==> src/rtl/hazard_forward_unit.sv <==
// Hazard detection and operand forwarding for a five-stage pipeline.
// Tracks the EX, MEM and WB destination records, selects EX operand
// forwarding sources and raises load-use / jr stalls that freeze PC and
// IF/ID while injecting a bubble into EX.
module hazard_forward_unit (
    input  logic        clk,
    input  logic        rst_n,
    input  logic        id_valid,
    input  logic [4:0]  id_rs,
    input  logic [4:0]  id_rt,
    input  logic        id_uses_rs,
    input  logic        id_uses_rt,
    input  logic [4:0]  id_dest,
    input  logic        id_reg_write,
    input  logic        id_mem_read,
    input  logic        id_branch_taken,
    input  logic        id_jump,
    input  logic        id_jr,
    output logic [1:0]  Ctrl_FwdA,
    output logic [1:0]  Ctrl_FwdB,
    output logic        Ctrl_Mux_Select_Stall,
    output logic        pc_write,
    output logic        ifid_write,
    output logic        ifid_flush,
    output logic [15:0] stall_count
);

    localparam logic [1:0] FWD_REG = 2'd0;
    localparam logic [1:0] FWD_MEM = 2'd1;
    localparam logic [1:0] FWD_WB  = 2'd2;

    logic [4:0]  r_ex_rs;
    logic [4:0]  r_ex_rt;
    logic [4:0]  r_ex_dest;
    logic        r_ex_reg_write;
    logic        r_ex_mem_read;
    logic [4:0]  r_mem_dest;
    logic        r_mem_reg_write;
    logic        r_mem_mem_read;
    logic [4:0]  r_wb_dest;
    logic        r_wb_reg_write;
    logic [15:0] r_stall_count;

    logic        w_load_use;
    logic        w_jr_stall;
    logic        w_stall;
    logic        w_redirect;
    logic [1:0]  w_fwd_a;
    logic [1:0]  w_fwd_b;

    // MEM result wins over WB because it is the younger write to the register.
    function automatic logic [1:0] fwd_sel(input logic [4:0] src,
                                           input logic       mem_rw,
                                           input logic [4:0] mem_dest,
                                           input logic       wb_rw,
                                           input logic [4:0] wb_dest);
        logic [1:0] sel;
        sel = FWD_REG;
        if (mem_rw && (mem_dest != 5'd0) && (mem_dest == src)) begin
            sel = FWD_MEM;
        end else if (wb_rw && (wb_dest != 5'd0) && (wb_dest == src)) begin
            sel = FWD_WB;
        end
        return sel;
    endfunction

    // Operand forwarding selects, derived from the stage records only.
    always_comb begin
        w_fwd_a = fwd_sel(r_ex_rs, r_mem_reg_write, r_mem_dest, r_wb_reg_write, r_wb_dest);
        w_fwd_b = fwd_sel(r_ex_rt, r_mem_reg_write, r_mem_dest, r_wb_reg_write, r_wb_dest);
    end

    // Stall detection: load-use against EX, jr against EX writes or MEM loads.
    always_comb begin
        w_load_use = 1'b0;
        w_jr_stall = 1'b0;
        if (id_valid && r_ex_mem_read && (r_ex_dest != 5'd0)) begin
            if ((id_uses_rs && (id_rs == r_ex_dest)) ||
                (id_uses_rt && (id_rt == r_ex_dest))) begin
                w_load_use = 1'b1;
            end
        end
        if (id_valid && id_jr && (id_rs != 5'd0)) begin
            if ((r_ex_reg_write && (r_ex_dest == id_rs)) ||
                (r_mem_mem_read && (r_mem_dest == id_rs))) begin
                w_jr_stall = 1'b1;
            end
        end
        w_stall    = w_load_use | w_jr_stall;
        w_redirect = id_valid & (id_branch_taken | id_jump | id_jr);
    end

    // Pipeline records: EX takes the ID instruction or a bubble, older stages shift.
    always_ff @(posedge clk or negedge rst_n) begin
        if (!rst_n) begin
            r_ex_rs         <= 5'd0;
            r_ex_rt         <= 5'd0;
            r_ex_dest       <= 5'd0;
            r_ex_reg_write  <= 1'b0;
            r_ex_mem_read   <= 1'b0;
            r_mem_dest      <= 5'd0;
            r_mem_reg_write <= 1'b0;
            r_mem_mem_read  <= 1'b0;
            r_wb_dest       <= 5'd0;
            r_wb_reg_write  <= 1'b0;
        end else begin
            r_wb_dest       <= r_mem_dest;
            r_wb_reg_write  <= r_mem_reg_write;
            r_mem_dest      <= r_ex_dest;
            r_mem_reg_write <= r_ex_reg_write;
            r_mem_mem_read  <= r_ex_mem_read;
            if (id_valid && !w_stall) begin
                r_ex_rs        <= id_uses_rs ? id_rs : 5'd0;
                r_ex_rt        <= id_uses_rt ? id_rt : 5'd0;
                r_ex_dest      <= id_dest;
                r_ex_reg_write <= id_reg_write;
                r_ex_mem_read  <= id_mem_read;
            end else begin
                r_ex_rs        <= 5'd0;
                r_ex_rt        <= 5'd0;
                r_ex_dest      <= 5'd0;
                r_ex_reg_write <= 1'b0;
                r_ex_mem_read  <= 1'b0;
            end
        end
    end

    // Saturating count of stalled cycles.
    always_ff @(posedge clk or negedge rst_n) begin
        if (!rst_n) begin
            r_stall_count <= 16'd0;
        end else if (w_stall && (r_stall_count != 16'hFFFF)) begin
            r_stall_count <= r_stall_count + 16'd1;
        end
    end

    assign Ctrl_FwdA             = w_fwd_a;
    assign Ctrl_FwdB             = w_fwd_b;
    assign Ctrl_Mux_Select_Stall = ~w_stall;
    assign pc_write              = ~w_stall;
    assign ifid_write            = ~w_stall;
    // A redirect seen during a stall is simply retried next cycle from held ID inputs.
    assign ifid_flush            = w_redirect & ~w_stall;
    assign stall_count           = r_stall_count;

endmodule

==> config.mk <==
export PLATFORM = sky130hd
export DESIGN_NAME = hazard_forward_unit
export DESIGN_NICKNAME = d
export VERILOG_FILES = /design/src/rtl/hazard_forward_unit.sv
export SDC_FILE = /design/constraint.sdc
export NUM_CORES = 1
export LEC_CHECK = 0
export CORE_ASPECT_RATIO = 0.8
export CORE_MARGIN = 2
export CORE_UTILIZATION = 28
export CTS_BUF_LIST = sky130_fd_sc_hd__clkbuf_4
export DETAILED_ROUTE_END_ITERATION = 6
export PLACE_DENSITY = 0.56
export SLEW_MARGIN = 20
export SYNTH_ARGS = -nofsm -noshare
export SYNTH_HDL_FRONTEND = slang
export SYNTH_SLANG_ARGS = --single-unit
==> constraint.sdc <==
create_clock -name clk -period 3.1 [get_ports clk]
set_input_delay 0.62 -clock clk [delete_from_list [all_inputs] [get_ports clk]]
set_output_delay 0.62 -clock clk [all_outputs]
set_load 0.01 [all_outputs]
==> flow_summary.ini, run 1 <==
[status]
status = finished clean

[floorplanning]
ios = 49
core-area_um2 = 7460
die_area_um2 = 8480
die_y_um = 82.8
initial_core_util_pct = 29.1
die_x_um = 102
rows = 28

[logic_synthesis]
syn_inst = 195
yosys_warnings = 0
synth_fa_ha_area_share_pct = 0.576
syn_area_um2 = 2170
synth_nets = 221
yosysSeqAreaShare_pct = 53.0
ys.flop_type = dfrtp_1
async_reset_ff_share_pct = 100
post_synth_num_cell_types = 26
synth_compound_area_share_pct = 2.94
avgSynthCellArea_um2 = 11.1
synth-edff-count = 0
yosys.area_share.simple_pct = 20.3
muxShareOfSynthArea_pct = 1.04
synth_top_family_by_area = simple AND/OR/NAND/NOR gates
ys_ff_latch = 46
synthXorXnorAreaFrac_pct = 19.8

[clocking]
postCtsHoldBufs = 0
cts_buffers = 5
clk_path_buf_depth = 2
cts_tree = done
cts.clk_slew.worst_paths_ns = 0.14
root_buffer = clkbuf_4
clock_latency_ns = 0.36
cts_max_level = 2
cts_num_sinks = 46

[setup_path]
reg2reg_slack_ns = 0.71
r2r_cells = 9
required_ns = 2.48
cp_top_family = buffers and inverters
crit_path_top_delay_cell = clkdlybuf4s50_1
start_kind = primary input
slowest_delay_ns = 0.42
path_buf_inv = 3
r2r-start = r_ex_dest[0]
worst_setup_path_end_kind = primary output
reg2reg_to = stall_count[12]
path_class = in2out
crit_chain = clkdlybuf4s50_1, or3_1, o311a_1, a22oi_4, buf_6, dlygate4sd2_1
critical_path_arrival_ns = 2.41
cp_max_fo = 5

[sta]
fmax_mhz = 330
hold_slack_ns = 0.235
fin_crit_ns = 3.03
rsz0062_at_grt = yes
fin_setup_tns_ns = 0
period_share_pct = 97.8
setup_viol = 0
fin_worst_skew_ns = 0.0151
slew_headroom_pct = 61.6
drv_slew = 0
worst_pin_slew_ns = 0.576
finalHoldViolations = 0

[place]
dpl_cell_area_um2 = 2810
gp_congestion = 0.789
hpwl_mm = 3.73
port_buffers = 48

[route]
routedWlPerCell_um = 13.5
drc = 0
finalWirelength_mm = 4.89
drtIter0Drc = 68
vias = 1593
ant_nets = 0
firstDrtPassIters = 4
vias_per_cell = 4.39

[global_routing]
use_met3_pct = 2.35
grt.overflow.total = 0
grt_pass1_wl_mm = 7.88
grt_usage_pct = 12.4
grt_max_degree = 47
grtUsageMet2_pct = 18.8
gr-usage-met1_pct = 18.0
first_global_vias = 1536
busiest_layer = met2
antenna_found_initial = 0

[cells_and_area]
n_antenna_cell = 0
layout.nets = 283
drive_gt1_share_pct = 11.2
stdcell_area_um2 = 2910
final_common_cell = dfrtp_1
area_growth_pct = 33.9
final_cell_mix = dfrtp_1 (45), clkdlybuf4s50_1 (41), xor2_1 (28)
multiInputGateArea_um2 = 970
fillers = 743
register_area_um2 = 1150

[hold_path]
worstHoldPathType = in2async

[pwr]
vdd_ir_drop_max_mv = 0.201
power_per_cell_area_nw_per_um2 = 408
leakagePower_nw = 1.36

[run]
drv_cap = 0
==> cell usage after synthesis, types with 4 or more instances <==
library cell,number,area [µm²]
xnor2_1,21,184
xor2_1,28,245
or4_1,4,30.0
nand3_1,9,45.0
nor3_1,5,25.0
nand4_1,7,43.8
nor2_1,13,48.8
and3_1,9,56.3
nor4_1,11,68.8
dfrtp_1,46,1150
nand2_1,17,63.8
==> worst reg2reg max path, cell delays in order (launching register included) <==
cell     delay, ns
dfrtp_1       0.47
xnor2_1       0.24
nand3_1       0.10
o22ai_1       0.25
a22oi_4       0.14
buf_6         0.15
buf_4         0.12
buf_4         0.18
nor4_1        0.30
mux2_2        0.36
==> registers in the layout (all words and copies together) (netlist names) <==
signal	flops
stall_count	16
r_wb_dest	5
r_ex_reg_write	1
r_mem_mem_read	1
r_ex_dest	5
r_mem_dest	5
r_wb_reg_write	1
r_ex_rs	5
r_ex_rt	5
r_ex_mem_read	1
r_mem_reg_write	1
==> where the power goes <==
| group | switching, W | internal, W | total, W | leakage, nW |
|---|---|---|---|---|
| logic | 0.0000684 | 0.0000932 | 0.000162 | 0.711 |
| registers | 0.0000314 | 0.000627 | 0.000659 | 0.614 |
| clock network | 0.000198 | 0.000169 | 0.000367 | 0.0374 |
| total | 0.000298 | 0.000890 | 0.00119 | 1.36 |
==> kinds of logic after synthesis <==
kind of cell | count (synthesis)
AND/OR/NAND/NOR | 83
XOR/XNOR | 49
flip-flops | 46
AO/OA/AOI/OAI | 7
buffers and inverters | 7
multiplexers | 2
adder cells (fa/ha/maj) | 1
==> how the worst max path moves through the flow <==
stage                  start                    end  slack (ns)  depth (start not counted)
finish              id_rs[3]  Ctrl_Mux_Select_Stall        0.07                          6
global route        id_rs[3]               pc_write      -0.009                          6
CTS                 id_rs[3]             ifid_flush        0.02                          7
global placement    id_rs[3]             ifid_flush       -0.24                          7
detailed placement  id_rs[3]             ifid_flush       -0.26                          7
floorplan           id_rs[3]             ifid_flush        0.42                          7
==> layer usage <==
metal  share of wire [%]  routed length, µm
met5                   0                  0
met4                 1.1                 53
met3                 2.8                135
met2                  45               2220
met1                  51               2480
==> per-stage QoR <==
stage	instances	util [%]	total power [W]	setup WS, ns
3_5_place_dp	352	37.7	0.000835	-0.260
6_report	363	39.0	0.00119	0.0677
4_1_cts	360	38.7	0.00121	0.0185
2_1_floorplan	195	-	0.000736	0.422
3_3_place_gp	352	37.7	0.000832	-0.242
5_1_grt	363	39.0	0.00125	-0.00904
==> cell type report <==
cell class                      count  share of cell area [%]
Clock inverter                      3                    1.55
Clock buffer                        5                    1.29
Timing Repair Buffer               62                    19.7
Multi-Input combinational cell    142                    33.3
Sequential cell                    46                    39.6
Tap cell                          105                    4.52
==> repair_timing <==
action | in CTS | in global routing
setup buffers | 0 | 2
gates resized for setup | 10 | 1
cloned | 0 | 1
setup endpoints to repair | 6 | 4
pin swaps | 0 | 1
No activity file was read; power rests on OpenSTA's default activity.
==> run 2: changes to the inputs <==
--- a/config.mk
+++ b/config.mk
@@ -10,7 +10,7 @@
 export CORE_UTILIZATION = 28
 export CTS_BUF_LIST = sky130_fd_sc_hd__clkbuf_4
 export DETAILED_ROUTE_END_ITERATION = 6
-export PLACE_DENSITY = 0.56
+export PLACE_DENSITY = 0.57
 export SLEW_MARGIN = 20
 export SYNTH_ARGS = -nofsm -noshare
 export SYNTH_HDL_FRONTEND = slang
==> constraint.sdc (replaced) <==
create_clock -name clk -period 2.6 [get_ports clk]
set_input_delay 0.52 -clock clk [delete_from_list [all_inputs] [get_ports clk]]
set_output_delay 0.52 -clock clk [all_outputs]
set_load 0.01 [all_outputs]
==> run 2 against run 1 <==
Via count grew 9.0%; total power grew 13%; sequential cell count is the same; non-clock buffer count grew 20; register-to-register slack lost 0.57 ns; global-route usage grew 0.58 points; hold slack lost 0.12 ns; setup slack gained 0.011 ns; critical endpoint is now Ctrl_FwdB[0]; largest power group unchanged; highest routed layer unchanged.
==> flow_summary.ini, run 2 (synthesis results as in run 1) <==
[sta]
worst_pin_slew_ns = 0.491
finalHoldViolations = 0
setup_viol = 0
drv_slew = 0
period_share_pct = 97.0
rsz0062_at_grt = yes
fin_crit_ns = 2.52
slew_headroom_pct = 67.3
fin_worst_skew_ns = 0.0135
fmax_mhz = 397

[place]
hpwl_mm = 3.97
port_buffers = 48
gp_congestion = 0.860

[cells_and_area]
final_cell_mix = dfrtp_1 (45), clkdlybuf4s50_1 (35), buf_4 (32)
largest_register_ff_count = 16
final_common_cell = dfrtp_1
finish.utilization_pct = 40.9
layout.nets = 303
drive_gt1_share_pct = 21.6
n_antenna_cell = 0
area_growth_pct = 40.5

[route]
drtIter0Drc = 63
finalWirelength_mm = 5.27
ant_nets = 0
vias = 1737
firstDrtPassIters = 4
routedWlPerCell_um = 13.8
drc = 0
vias_per_cell = 4.54

[clocking]
postCtsHoldBufs = 0
cts_num_sinks = 46
cts.clk_slew.worst_paths_ns = 0.13
clk_path_buf_depth = 2
clock_latency_ns = 0.35
cts_tree = done
root_buffer = clkbuf_4
cts_max_level = 2
cts_buffers = 5

[setup_path]
r2r-start = r_ex_dest[0]
reg2reg_slack_ns = 0.14
path_class = reg2out
worst_setup_path_end_kind = primary output
reg2reg_to = r_ex_rt[1]
cp_max_fo = 2
crit_path_end = Ctrl_FwdB[0]
crit_start = r_mem_dest[1]
critical_path_arrival_ns = 2.00
r2r_cells = 12
start_kind = register
required_ns = 2.08

[floorplanning]
die_y_um = 82.8
rows = 28
ios = 49
core-area_um2 = 7460
die_area_um2 = 8480
initial_core_util_pct = 29.1
die_x_um = 102

[global_routing]
grt_usage_pct = 13.0
first_global_vias = 1648
antenna_found_initial = 0
grt_pass1_wl_mm = 8.42
grt_max_degree = 25
grt.overflow.total = 0

[pwr]
switching_share_pct = 26.1
combinationalPowerShare_pct = 16.9
power.internal_w = 0.000989
power.total_w = 0.00134
leakagePower_nw = 1.48
vdd_ir_drop_max_mv = 0.217
switchingPower_w = 0.000350
seqPwrFrac_pct = 58.3
pwr-share-clk_pct = 24.8
power_per_cell_area_nw_per_um2 = 439

[hold_path]
worstHoldPathType = in2async

[status]
status = finished clean

[run]
drv_cap = 0
==> run 2: metal layers <==
layer  global-route usage, %  wire length (µm)
met1                    18.5              2520
met2                    20.0              2430
met3                    2.51               266
met4                    4.13                58
met5                       0                 0
==> run 2: worst min-delay path by stage <==
stage                          startpoint        endpoint  slack [ns]  cells past startpoint
after detailed placement  r_mem_reg_write  r_wb_reg_write        0.38                      0
after global placement      r_ex_mem_read  r_mem_mem_read        0.37                      0
after global routing                rst_n    r_ex_dest[4]        0.12                      1
after CTS                           rst_n    r_ex_dest[0]        0.12                      1
after floorplan                     rst_n    r_ex_dest[0]        0.22                      0
final                               rst_n    r_ex_dest[4]        0.12                      1
==> run 2: worst max-delay path, stage by stage, from the launching register on <==
cell	delay, ns
dfrtp_1	0.41
or4_1	0.52
o21ai_1	0.14
buf_4	0.15
nor4_2	0.05
buf_4	0.12
dlygate4sd2_1	0.27
==> run 2: metrics by stage <==
stage	hold slack (ns)	worst slack [ns]	cells	TNS, ns	instance area [µm²]
finish	0.118	0.0792	383	0	3050
global route	0.120	-0.0354	383	-0.0437	3050
CTS	0.124	0.00522	382	0	3030
detailed placement	0.376	-0.499	364	-4.08	2900
global placement	0.367	-0.506	364	-4.01	2900
floorplan	0.224	0.122	195	0	2170
==> run 2: what timing repair did <==
action,CTS,global route
gates resized for setup,37,6
pin swaps,6,5
gates cloned,1,0
setup endpoints to repair,8,11
buffers inserted,9,1
==> run 2: cell type report <==
class | instances | area [µm²]
Multi-Input combinational cell | 142 | 1010
Sequential cell | 46 | 1150
Clock inverter | 2 | 8.76
Timing Repair Buffer | 82 | 704
Fill cell | 751 | 4410
Tap cell | 105 | 131
Clock buffer | 6 | 45.0
==> run 2: power groups by stage <==
stage	sequential (W)	clock, W	combinational (W)
finish	0.000780	0.000332	0.000226
floorplan	0.000796	0	0.0000824
global route	0.000787	0.000382	0.000250
CTS	0.000780	0.000341	0.000226
detailed placement	0.000795	0	0.000215
global placement	0.000793	0	0.000212
